`config.mk`:
```
export PLATFORM = sky130hd
export DESIGN_NAME = bridge_frame_initiator
export DESIGN_NICKNAME = d
export VERILOG_FILES = /design/src/rtl/bridge_frame_pkg.sv /design/src/rtl/bridge_frame_parser.sv /design/src/rtl/bridge_frame_initiator.sv
export SDC_FILE = /design/constraint.sdc
export NUM_CORES = 1
export LEC_CHECK = 0
export CORE_MARGIN = 4
export CORE_UTILIZATION = 45
export CTS_CLUSTER_SIZE = 20
export DETAILED_ROUTE_END_ITERATION = 8
export GPL_TIMING_DRIVEN = 1
export MAX_ROUTING_LAYER = met4
export PLACE_DENSITY_LB_ADDON = 0.1
export SYNTH_ARGS = -nofsm -noshare
export SYNTH_HDL_FRONTEND = slang
export SYNTH_SLANG_ARGS = --single-unit
export TNS_END_PERCENT = 30
```
`constraint.sdc`:
```
create_clock -name clk -period 1.6 [get_ports clk]
set_input_delay 0.32 -clock clk [delete_from_list [all_inputs] [get_ports clk]]
set_output_delay 0.32 -clock clk [all_outputs]
set_load 0.005 [all_outputs]
```
`src/rtl/bridge_frame_pkg.sv`:
```
// bridge_frame_pkg: shared types and constants for the UART bus bridge
// frame initiator.
//   state_t       - FSM state encoding (parser states S_HDR..S_DATA,
//                   bus/response states S_REQ..S_RESP)
//   SYNC_HDR_DEF  - default required value of header bits [7:1]
//   ACK_BYTE_DEF  - default response byte for a completed write
//   FRAME_LEN_*   - frame lengths in bytes
package bridge_frame_pkg;

  typedef enum logic [2:0] {
    S_HDR,
    S_AH,
    S_AL,
    S_DATA,
    S_REQ,
    S_XFER,
    S_SPLIT,
    S_RESP
  } state_t;

  localparam logic [6:0]  SYNC_HDR_DEF = 7'h55;
  localparam logic [7:0]  ACK_BYTE_DEF = 8'h06;
  localparam int unsigned FRAME_LEN_RD = 3;
  localparam int unsigned FRAME_LEN_WR = 4;

endpackage

```
`src/rtl/bridge_frame_parser.sv`:
```
// bridge_frame_parser: decodes 3-byte read / 4-byte write command frames
// from the UART receive byte stream.
// Optional feature: FRAME_TIMEOUT_EN (inter-byte frame timeout).
// Ports:
//   clk, rst_n    - clock, asynchronous active-low reset
//   rx_byte_i     - received byte
//   rx_valid_i    - one-cycle strobe for rx_byte_i
//   busy_i        - bus side busy; bytes are ignored (top reports the drop)
//   cmd_valid_o   - single-cycle strobe, complete frame decoded
//   cmd_rw_o      - 1 = write, 0 = read
//   cmd_addr_o    - 16-bit address
//   cmd_data_o    - write data
//   drop_o        - one-cycle: bad header or frame timeout
module bridge_frame_parser
  import bridge_frame_pkg::*;
#(
  parameter logic [6:0]  SYNC_HDR       = SYNC_HDR_DEF,
  parameter int unsigned TIMEOUT_CYCLES = 100000
) (
  input  logic        clk,
  input  logic        rst_n,
  input  logic [7:0]  rx_byte_i,
  input  logic        rx_valid_i,
  input  logic        busy_i,
  output logic        cmd_valid_o,
  output logic        cmd_rw_o,
  output logic [15:0] cmd_addr_o,
  output logic [7:0]  cmd_data_o,
  output logic        drop_o
);

  state_t      state_q, state_d;
  logic        rw_q;
  logic [7:0]  addr_hi_q, addr_lo_q;
  logic        rx_fire;
  logic        hdr_ok;
  logic        timeout;

  assign rx_fire = rx_valid_i & ~busy_i;
  assign hdr_ok  = (rx_byte_i[7:1] == SYNC_HDR);

`ifdef FRAME_TIMEOUT_EN
  localparam int unsigned CNT_W = $clog2(TIMEOUT_CYCLES);
  logic [CNT_W-1:0] cnt_q;
  logic             in_frame;

  assign in_frame = (state_q == S_AH) || (state_q == S_AL) || (state_q == S_DATA);
  assign timeout  = in_frame && !rx_fire && (cnt_q == CNT_W'(TIMEOUT_CYCLES - 1));

  always_ff @(posedge clk or negedge rst_n) begin
    if (!rst_n)                             cnt_q <= '0;
    else if (!in_frame || rx_fire || timeout) cnt_q <= '0;
    else                                    cnt_q <= cnt_q + 1'b1;
  end
`else
  assign timeout = 1'b0;
`endif

  always_ff @(posedge clk or negedge rst_n) begin
    if (!rst_n) state_q <= S_HDR;
    else        state_q <= state_d;
  end

  always_comb begin
    state_d = state_q;
    case (state_q)
      S_HDR:   if (rx_fire && hdr_ok) state_d = S_AH;
      S_AH:    if (rx_fire) state_d = S_AL;
      S_AL:    if (rx_fire) state_d = rw_q ? S_DATA : S_HDR;
      S_DATA:  if (rx_fire) state_d = S_HDR;
      default: state_d = S_HDR;
    endcase
    if (timeout) state_d = S_HDR;
  end

  // The last byte is forwarded combinationally so the top can register the
  // command on the same edge that consumes it.
  always_comb begin
    cmd_valid_o = rx_fire && (((state_q == S_AL) && !rw_q) || (state_q == S_DATA));
    drop_o      = (rx_fire && (state_q == S_HDR) && !hdr_ok) || timeout;
    cmd_rw_o    = rw_q;
    cmd_addr_o  = {addr_hi_q, (state_q == S_AL) ? rx_byte_i : addr_lo_q};
    cmd_data_o  = rx_byte_i;
  end

  always_ff @(posedge clk or negedge rst_n) begin
    if (!rst_n) begin
      rw_q      <= 1'b0;
      addr_hi_q <= '0;
      addr_lo_q <= '0;
    end else if (rx_fire) begin
      case (state_q)
        S_HDR:   if (hdr_ok) rw_q <= rx_byte_i[0];
        S_AH:    addr_hi_q <= rx_byte_i;
        S_AL:    addr_lo_q <= rx_byte_i;
        default: ;
      endcase
    end
  end

endmodule

```
`src/rtl/bridge_frame_initiator.sv`:
```
// bridge_frame_initiator: Bus-B initiator of the UART bus bridge. Turns each
// decoded frame into one single-byte bus read/write (with split support) and
// returns read data or ACK_BYTE to the UART transmitter.
// Optional feature: FRAME_TIMEOUT_EN (handled in bridge_frame_parser).
// Ports:
//   clk, rst_n                  - clock, asynchronous active-low reset
//   rx_byte, rx_valid           - UART receive byte stream
//   tx_byte, tx_valid, tx_ready - response byte handshake
//   rx_drop                     - one-cycle pulse, byte discarded
//   init_req/init_grant         - bus request / arbiter grant
//   init_addr_out(_valid), init_data_out(_valid), init_rw - address phase
//   init_ready                  - ready to accept read data
//   init_ack, init_split_ack    - target response to address phase
//   init_data_in(_valid)        - read data return
// All outputs are registered and reset to zero.
module bridge_frame_initiator
  import bridge_frame_pkg::*;
#(
  parameter logic [6:0]  SYNC_HDR       = SYNC_HDR_DEF,
  parameter logic [7:0]  ACK_BYTE       = ACK_BYTE_DEF,
  parameter int unsigned TIMEOUT_CYCLES = 100000
) (
  input  logic        clk,
  input  logic        rst_n,
  input  logic [7:0]  rx_byte,
  input  logic        rx_valid,
  output logic [7:0]  tx_byte,
  output logic        tx_valid,
  input  logic        tx_ready,
  output logic        rx_drop,
  output logic        init_req,
  input  logic        init_grant,
  output logic [15:0] init_addr_out,
  output logic        init_addr_out_valid,
  output logic [7:0]  init_data_out,
  output logic        init_data_out_valid,
  output logic        init_rw,
  output logic        init_ready,
  input  logic        init_ack,
  input  logic        init_split_ack,
  input  logic [7:0]  init_data_in,
  input  logic        init_data_in_valid
);

  state_t      state_q, state_d;
  logic        busy;
  logic        cmd_valid, cmd_rw, p_drop;
  logic [15:0] cmd_addr;
  logic [7:0]  cmd_data;
  logic        rw_q;
  logic [15:0] addr_q;
  logic [7:0]  data_q;

  logic [7:0]  tx_byte_q, tx_byte_d;
  logic        tx_valid_q, tx_valid_d;
  logic        rx_drop_q, rx_drop_d;
  logic        init_req_q, init_req_d;
  logic [15:0] init_addr_out_q, init_addr_out_d;
  logic        init_addr_out_valid_q, init_addr_out_valid_d;
  logic [7:0]  init_data_out_q, init_data_out_d;
  logic        init_data_out_valid_q, init_data_out_valid_d;
  logic        init_rw_q, init_rw_d;
  logic        init_ready_q, init_ready_d;

  assign busy = (state_q != S_HDR);

  bridge_frame_parser #(
    .SYNC_HDR       (SYNC_HDR),
    .TIMEOUT_CYCLES (TIMEOUT_CYCLES)
  ) u_parser (
    .clk         (clk),
    .rst_n       (rst_n),
    .rx_byte_i   (rx_byte),
    .rx_valid_i  (rx_valid),
    .busy_i      (busy),
    .cmd_valid_o (cmd_valid),
    .cmd_rw_o    (cmd_rw),
    .cmd_addr_o  (cmd_addr),
    .cmd_data_o  (cmd_data),
    .drop_o      (p_drop)
  );

  always_ff @(posedge clk or negedge rst_n) begin
    if (!rst_n) state_q <= S_HDR;
    else        state_q <= state_d;
  end

  always_comb begin
    state_d = state_q;
    case (state_q)
      S_HDR:   if (cmd_valid) state_d = S_REQ;
      S_REQ:   if (init_grant) state_d = S_XFER;
      S_XFER: begin
        if (rw_q) begin
          if (init_ack)         state_d = S_RESP;
          else if (!init_grant) state_d = S_REQ;
        end else begin
          // Read data takes priority over a coincident ack or split.
          if (init_data_in_valid)  state_d = S_RESP;
          else if (init_split_ack) state_d = S_SPLIT;
          else if (!init_grant)    state_d = S_REQ;
        end
      end
      S_SPLIT: if (init_data_in_valid) state_d = S_RESP;
      S_RESP:  if (tx_ready) state_d = S_HDR;
      default: state_d = S_HDR;
    endcase
  end

  // Outputs are decoded from the next state so they register alongside it.
  always_comb begin
    init_req_d            = (state_d == S_REQ) || (state_d == S_XFER);
    init_addr_out_valid_d = (state_d == S_XFER);
    init_addr_out_d       = (state_d == S_XFER) ? addr_q : '0;
    init_rw_d             = (state_d == S_XFER) && rw_q;
    init_data_out_valid_d = (state_d == S_XFER) && rw_q;
    init_data_out_d       = ((state_d == S_XFER) && rw_q) ? data_q : '0;
    init_ready_d          = ((state_d == S_XFER) && !rw_q) || (state_d == S_SPLIT);
    tx_valid_d            = (state_d == S_RESP);
    tx_byte_d             = tx_byte_q;
    if ((state_d == S_RESP) && (state_q != S_RESP))
      tx_byte_d = rw_q ? ACK_BYTE : init_data_in;
    rx_drop_d             = p_drop || (rx_valid && busy);
  end

  always_ff @(posedge clk or negedge rst_n) begin
    if (!rst_n) begin
      rw_q                  <= 1'b0;
      addr_q                <= '0;
      data_q                <= '0;
      tx_byte_q             <= '0;
      tx_valid_q            <= 1'b0;
      rx_drop_q             <= 1'b0;
      init_req_q            <= 1'b0;
      init_addr_out_q       <= '0;
      init_addr_out_valid_q <= 1'b0;
      init_data_out_q       <= '0;
      init_data_out_valid_q <= 1'b0;
      init_rw_q             <= 1'b0;
      init_ready_q          <= 1'b0;
    end else begin
      if ((state_q == S_HDR) && cmd_valid) begin
        rw_q   <= cmd_rw;
        addr_q <= cmd_addr;
        data_q <= cmd_data;
      end
      tx_byte_q             <= tx_byte_d;
      tx_valid_q            <= tx_valid_d;
      rx_drop_q             <= rx_drop_d;
      init_req_q            <= init_req_d;
      init_addr_out_q       <= init_addr_out_d;
      init_addr_out_valid_q <= init_addr_out_valid_d;
      init_data_out_q       <= init_data_out_d;
      init_data_out_valid_q <= init_data_out_valid_d;
      init_rw_q             <= init_rw_d;
      init_ready_q          <= init_ready_d;
    end
  end

  assign tx_byte             = tx_byte_q;
  assign tx_valid            = tx_valid_q;
  assign rx_drop             = rx_drop_q;
  assign init_req            = init_req_q;
  assign init_addr_out       = init_addr_out_q;
  assign init_addr_out_valid = init_addr_out_valid_q;
  assign init_data_out       = init_data_out_q;
  assign init_data_out_valid = init_data_out_valid_q;
  assign init_rw             = init_rw_q;
  assign init_ready          = init_ready_q;

endmodule

```
Word-level counts from Yosys, hierarchy flattened
Index checks and enable logic that the tools add are counted.
{ "totals": {"out_inout_bits": 39, "elab_cells": 79, "in_bits": 24, "regBits": 86} }
{ "classes": {"eq_ne": 17, "n_bitwise": 2, "mux": 20, "reduce_logical": 23} }
{ "ops": {"columns": ["op", "n"], "rows": [
  ["2-to-1 mux 3 bit", 13],
  ["== test 3 bit, second input constant", 8],
  ["2-to-1 mux 8 bit", 3],
  ["2-to-1 mux 16 bit", 1],
  ["one-hot mux 3 bit (5 select lines)", 1],
  ["one-hot mux 3 bit (4 select lines)", 1],
  ["logical AND 1 bit", 10],
  ["!= test 2 x 1 -> 1 bit, second input constant", 4],
  ["== test 7 bit, second input constant", 1],
  ["== test 3 x 2 -> 1 bit, second input constant", 2],
  ["logical NOT 3 bit", 2],
  ["logical OR 1 bit", 4],
  ["AND reduction 4 bit", 1],
  ["== test 3 x 1 -> 1 bit, second input constant", 1],
  ["logical NOT 1 bit", 3],
  ["!= test 3 bit, second input constant", 1],
  ["AND reduction 3 bit", 1],
  ["nonzero test 3 bit", 1],
  ["2-to-1 mux 2 bit", 1],
  ["AND reduction 2 bit", 1],
  ["AND 1 bit", 1],
  ["NOT 1 bit", 1]
]} }

Longest topological paths before layout
{ "logic_depth": {"depth_word": 9, "ltp_mapped": 7} }

Modules after synthesis
Synthesis repeated with hierarchy kept, for this count alone.
{ "hier_totals": {"cells_unflattened": 249, "hier_area_um2": 3577.2} }
{ "modules_own_cells": {"columns": ["module", "area_per_inst_um2", "seq_area_each_um2", "instances", "cells_each"], "rows": [
  ["bridge_frame_initiator", 2602.5, 1651.6, 1, 176],
  ["bridge_frame_parser", 974.7, 475.5, 1, 73]
]} }

Least setup slack after synthesis
No wires, ideal clock.
{ "synth_path": {"kind": "reg2reg", "start": "register state_q[1]", "end": "register addr_q[14]", "path_buffers": 1, "path_slack_ns": -0.039, "period_less_slack_ns": 1.639, "path_stages_with_launch": 5, "setup_time_ns": 0.125, "t_arrival_ns": 1.514, "required_time_ns": 1.475, "path_cell_list": "dfrtp_1 > nor4b_4 > nand3b_4 > clkbuf_1 > mux2_2"} }
{ "synth_via": {"elab_chain_len": 5, "word_cells_on_any_way": 6} }
{ "synth_rtl": {"columns": ["item", "line", "text"], "rows": [
  ["start: declaration", "bridge_frame_initiator.sv:45", "state_t state_q, state_d;"],
  ["start signal: assignment", "bridge_frame_initiator.sv:85", "else state_q <= state_d;"],
  ["nonzero test 3 bit", "bridge_frame_initiator.sv:65", "assign busy = (state_q != S_HDR);"],
  ["NOT 1 bit", "bridge_frame_parser.sv:39", "assign rx_fire = rx_valid_i & ~busy_i;"],
  ["AND 1 bit", "bridge_frame_parser.sv:39", null],
  ["logical AND 1 bit", "bridge_frame_parser.sv:79", "cmd_valid_o = rx_fire && (((state_q == S_AL) && !rw_q) || (state_q == S_DATA));"],
  ["logical AND 1 bit (*)", "bridge_frame_initiator.sv:142", "if ((state_q == S_HDR) && cmd_valid) begin"],
  ["end signal: assignment", "bridge_frame_initiator.sv:144", "addr_q <= cmd_addr;"],
  ["end: declaration", "bridge_frame_initiator.sv:51", "logic [15:0] addr_q;"]
]} }
Every way passes the cells marked *; elsewhere a longest branch is shown, timed or not.
A chain may end at the register's enable or synchronous reset.

Final worst setup path
{ "layout_path": {"start": "register state_q[0]", "end": "register data_q[1]"} }
{ "layout_via": {"elab_chain_len": 5, "word_cells_on_any_way": 6} }
{ "layout_rtl": {"columns": ["item", "line", "text"], "rows": [
  ["nonzero test 3 bit", "bridge_frame_initiator.sv:65", null],
  ["NOT 1 bit", "bridge_frame_parser.sv:39", null],
  ["AND 1 bit", "bridge_frame_parser.sv:39", null],
  ["logical AND 1 bit", "bridge_frame_parser.sv:79", null],
  ["logical AND 1 bit (*)", "bridge_frame_initiator.sv:142", null],
  ["end signal: assignment", "bridge_frame_initiator.sv:145", "data_q <= cmd_data;"],
  ["end: declaration", "bridge_frame_initiator.sv:52", "logic [7:0] data_q;"]
]} }
Marked as above.

==> impl_metrics.tcl <==
set metrics [dict create \
    area_delta_synth_final_pct 42.90 \
    endpoint_kind_of_the_worst_setup_timing_path "register" \
    drt-total-wl_um 7147 \
    crit_type "register to register" \
    finClkSkew_ns 0.003265 \
    final_core_util_pct 66.31 \
    cts_htree_levels 3 \
    yosys-top-cells-area "sky130_fd_sc_hd__dfrtp_1 63%, sky130_fd_sc_hd__mux2_2 14%, sky130_fd_sc_hd__and3_1 4.6%" \
    ys_ff_latch 85 \
    synth-edff-count 0 \
    die-area_mm2 0.008927 \
    fmax_mhz 605.4 \
    starting_density_of_the_core_pct 46.40 \
    grt_pass1_wl_um 11920 \
    seqPwrFrac_pct 42.5 \
    dp_hpwl_um 4582 \
    final-setup-viol-count 39 \
    fin_total_pwr_mw 7.146 \
    power.density_mw_per_mm2 1486 \
    timing.setup.tns_ns -1.273 \
    num_vias 2278 \
    place_area_mm2 0.004294 \
    floorplan.die.width_um 94.49 \
    num-nets-final 373 \
    switchingPower_mw 2.061 \
    p_int_mw 5.085 \
    cp_data_arrival_time_ns 1.89 \
    synthCells 250 \
    port-buffer-count 62 \
    drc_errors 0 \
    worst_ir_drop_vdd_v 0.0007715 \
    numCtsBuffers 9 \
    route.detailed.wl_per_inst_um 15.78 \
    failed_checks "negative hold slack, negative setup slack" \
    drt_pre_antenna_iters 4 \
    clockBufferDepth 2 \
    setup.worst_path.start "state_q[0]" \
    synth_area_per_cell_um2 13.46 \
    grt_start_max_net_pins 86 \
    post_route_cells_drive_above_1_share_pct 36.16 \
    asyncSetResetFlopFracSynth_pct 100.0 \
    synthesis.nets 274 \
    p_comb_share_pct 33.9 \
    grt_overflow 0 \
    share_clk_of_total_power_pct 23.6 \
    timing.hold.ws_ns -0.01815 \
    grt_usage_pct 18.33 \
    antenna_violations_before_repair 0 \
    yosysTopAreaCell "sky130_fd_sc_hd__dfrtp_1" \
    fin_area_mm2 0.004810 \
    post_route_minimum_period_ns 1.652 \
    ant_nets 0 \
    clkTransAtPathRegs_ns 0.08 \
    netlist-cell-type-count 34 \
    p_leak_nw 2.460 \
    max-cap-violations 0 \
    worstPathMaxFanout 13 \
    fin_ws_ns -0.05171 \
    via_per_inst 5.029 \
    switching_share_pct 28.84 \
    synth.top_cell.area_share_pct 63.20 \
    sequential_element_share_of_the_synthesized_area_pct 63.20 \
    startpoint_type "register" \
    max_slew.worst_pin.slew_ns 0.4343 \
    ff2ff_setup_slack_ns -0.05 \
    rr_startpoint "state_q[0]" \
    cts_tree "done" \
    synthFlopType "sky130_fd_sc_hd__dfrtp_1" \
    grt_pass1_vias 2383 \
    relSlewSlack_pct 71.04 \
    antenna-diode-count 0 \
    core_mm2 0.007253 \
    drt_first_iter_violations 79 \
    setup_repair_after_global_routing_missed_its_margin "true" \
    core.rowCount 31 \
    floorplan.die.height_um 94.49 \
    final.period_utilization_pct 103.2 \
    worst_ep_required_time_ns 1.84 \
    design.portCount 63 \
    run_status "complete, but fails checks" \
    numClockSinks 85 \
    clock_tree.root_cell "sky130_fd_sc_hd__clkbuf_8" \
    clock_latency_reported_for_the_late_side_of_the_worst_skew_pair_ns 0.35 \
    timing.final.hold_violations 21 \
    synth_area_mm2 0.003366 \
    timing.final.max_slew_violations 0 \
    timing.hold.worst.class "primary input to asynchronous set/reset pin" \
    cts_hold_buf 0 \
    routabilityCongestion 0.7693 \
    ys.warnings.count 0 \
]
[critical path: stages (launching register included)]
cell and delay (ns):
sky130_fd_sc_hd__dfrtp_2 0.44, sky130_fd_sc_hd__buf_6 0.14, sky130_fd_sc_hd__nor4b_4 0.32, sky130_fd_sc_hd__nand3b_4 0.16, sky130_fd_sc_hd__buf_6 0.20, sky130_fd_sc_hd__mux2_2 0.27
[kinds of logic (layout without fill, tap and decap cells)]
family	count (synthesis)	in the layout	share of synthesized area, %
AOI/OAI and AO/OA	21	21	3.718
xor gates and xnor gates	1	1	0.2603
buffers and inverters	20	122	2.751
DFF	85	85	63.20
muxes	51	51	16.69
and+or+nand+nor	72	74	13.38
[final timing paths]
check                              to  depth (start not counted)
setup / recovery            data_q[1]                          5
hold / removal             tx_byte[7]                          2
setup reg to reg            data_q[1]                          5
hold reg to reg             addr_q[5]                          2
max in group asynchronous  state_q[1]                          2
min in group clk            addr_q[5]                          2
[repair_timing]
| action | in CTS | in global routing |
|---|---|---|
| setup buffers | 6 | 0 |
| pin swaps | 4 | 11 |
| endpoints found under the setup margin | 68 | 78 |
| gates resized for setup | 32 | 24 |
| cloned | 2 | 0 |
[Yosys cell counts (2+ instances only)]
| master | number |
|---|---|
| sky130_fd_sc_hd__dfrtp_1 | 85 |
| sky130_fd_sc_hd__mux2_2 | 41 |
| sky130_fd_sc_hd__and3_1 | 25 |
| sky130_fd_sc_hd__nand2_1 | 13 |
| sky130_fd_sc_hd__nor2b_1 | 11 |
| sky130_fd_sc_hd__mux2i_1 | 10 |
| sky130_fd_sc_hd__o21ai_0 | 10 |
| sky130_fd_sc_hd__buf_2 | 8 |
| sky130_fd_sc_hd__clkbuf_1 | 5 |
| sky130_fd_sc_hd__inv_1 | 5 |
| sky130_fd_sc_hd__nand3_1 | 4 |
| sky130_fd_sc_hd__nor2_1 | 4 |
| sky130_fd_sc_hd__o31ai_1 | 3 |
| sky130_fd_sc_hd__a21oi_1 | 2 |
| sky130_fd_sc_hd__a31oi_1 | 2 |
| sky130_fd_sc_hd__and2_1 | 2 |
| sky130_fd_sc_hd__buf_4 | 2 |
| sky130_fd_sc_hd__nor3_1 | 2 |
[cell usage in the layout (no fill, tap or decap), types with 5 or more instances in the layout]
| master | netlist | final |
|---|---|---|
| sky130_fd_sc_hd__clkbuf_8 | 0 | 11 |
| sky130_fd_sc_hd__clkdlybuf4s50_1 | 0 | 60 |
| sky130_fd_sc_hd__mux2_2 | 41 | 35 |
| sky130_fd_sc_hd__nand2_1 | 13 | 13 |
| sky130_fd_sc_hd__dfrtp_1 | 85 | 82 |
| sky130_fd_sc_hd__mux2_4 | 0 | 6 |
| sky130_fd_sc_hd__o21ai_0 | 10 | 8 |
| sky130_fd_sc_hd__and3_1 | 25 | 16 |
| sky130_fd_sc_hd__buf_4 | 2 | 30 |
| sky130_fd_sc_hd__nor2b_1 | 11 | 9 |
| sky130_fd_sc_hd__buf_6 | 0 | 8 |
| sky130_fd_sc_hd__inv_1 | 5 | 5 |
| sky130_fd_sc_hd__and3_4 | 0 | 9 |
| sky130_fd_sc_hd__mux2i_1 | 10 | 10 |
[through the flow]
step / cells / setup slack, ns
6_report: 453 / -0.05171
4_1_cts: 453 / -0.1026
3_5_place_dp: 429 / -0.5359
3_3_place_gp: 429 / -0.4842
5_1_grt: 453 / -0.1334
2_1_floorplan: 250 / -0.03874
[registers in the layout, indices dropped and copies added, names as in the netlist]
signal,count
init_addr_out,16
init_rw,1
u_parser.addr_lo_q,8
tx_valid,1
tx_byte,8
init_req,1
rx_drop,1
u_parser.cmd_rw_o,1
state_q,3
u_parser.state_q,2
init_data_out,8
u_parser.addr_hi_q,8
rw_q,1
init_ready,1
init_addr_out_valid,1
data_q,8
addr_q,16
[layer usage]
| layer | global-route usage, % | up-vias | share of wire [%] |
|---|---|---|---|
| met1 | 22.36 | 1134 | 43 |
| met4 | 9.014 | 0 | 2.6 |
| met5 | - | - | 0 |
| li1 | - | 1070 | - |
| met3 | 4.143 | 19 | 5.3 |
| met2 | 28.90 | 55 | 49 |
[area by class of cell]
cell class | count | area, µm²
clock buffer | 13 | 158.9
clock inverter | 3 | 67.56
multi-input combinational | 147 | 1345
tap | 99 | 123.9
timing repair buffer | 101 | 964.7
fill | 563 | 2444
inverter | 5 | 18.77
sequential | 85 | 2131
[power groups by stage]
stage | sequential [mW] | clock, mW | combinational [mW]
after floorplan | 2.95 | 0 | 1.16
after global placement | 3.01 | 0 | 2.00
after detailed placement | 3.04 | 0 | 2.03
after CTS | 3.02 | 1.72 | 2.34
after global routing | 3.11 | 1.83 | 2.65
final | 3.04 | 1.69 | 2.42
No activity file was read; power rests on OpenSTA's default activity.
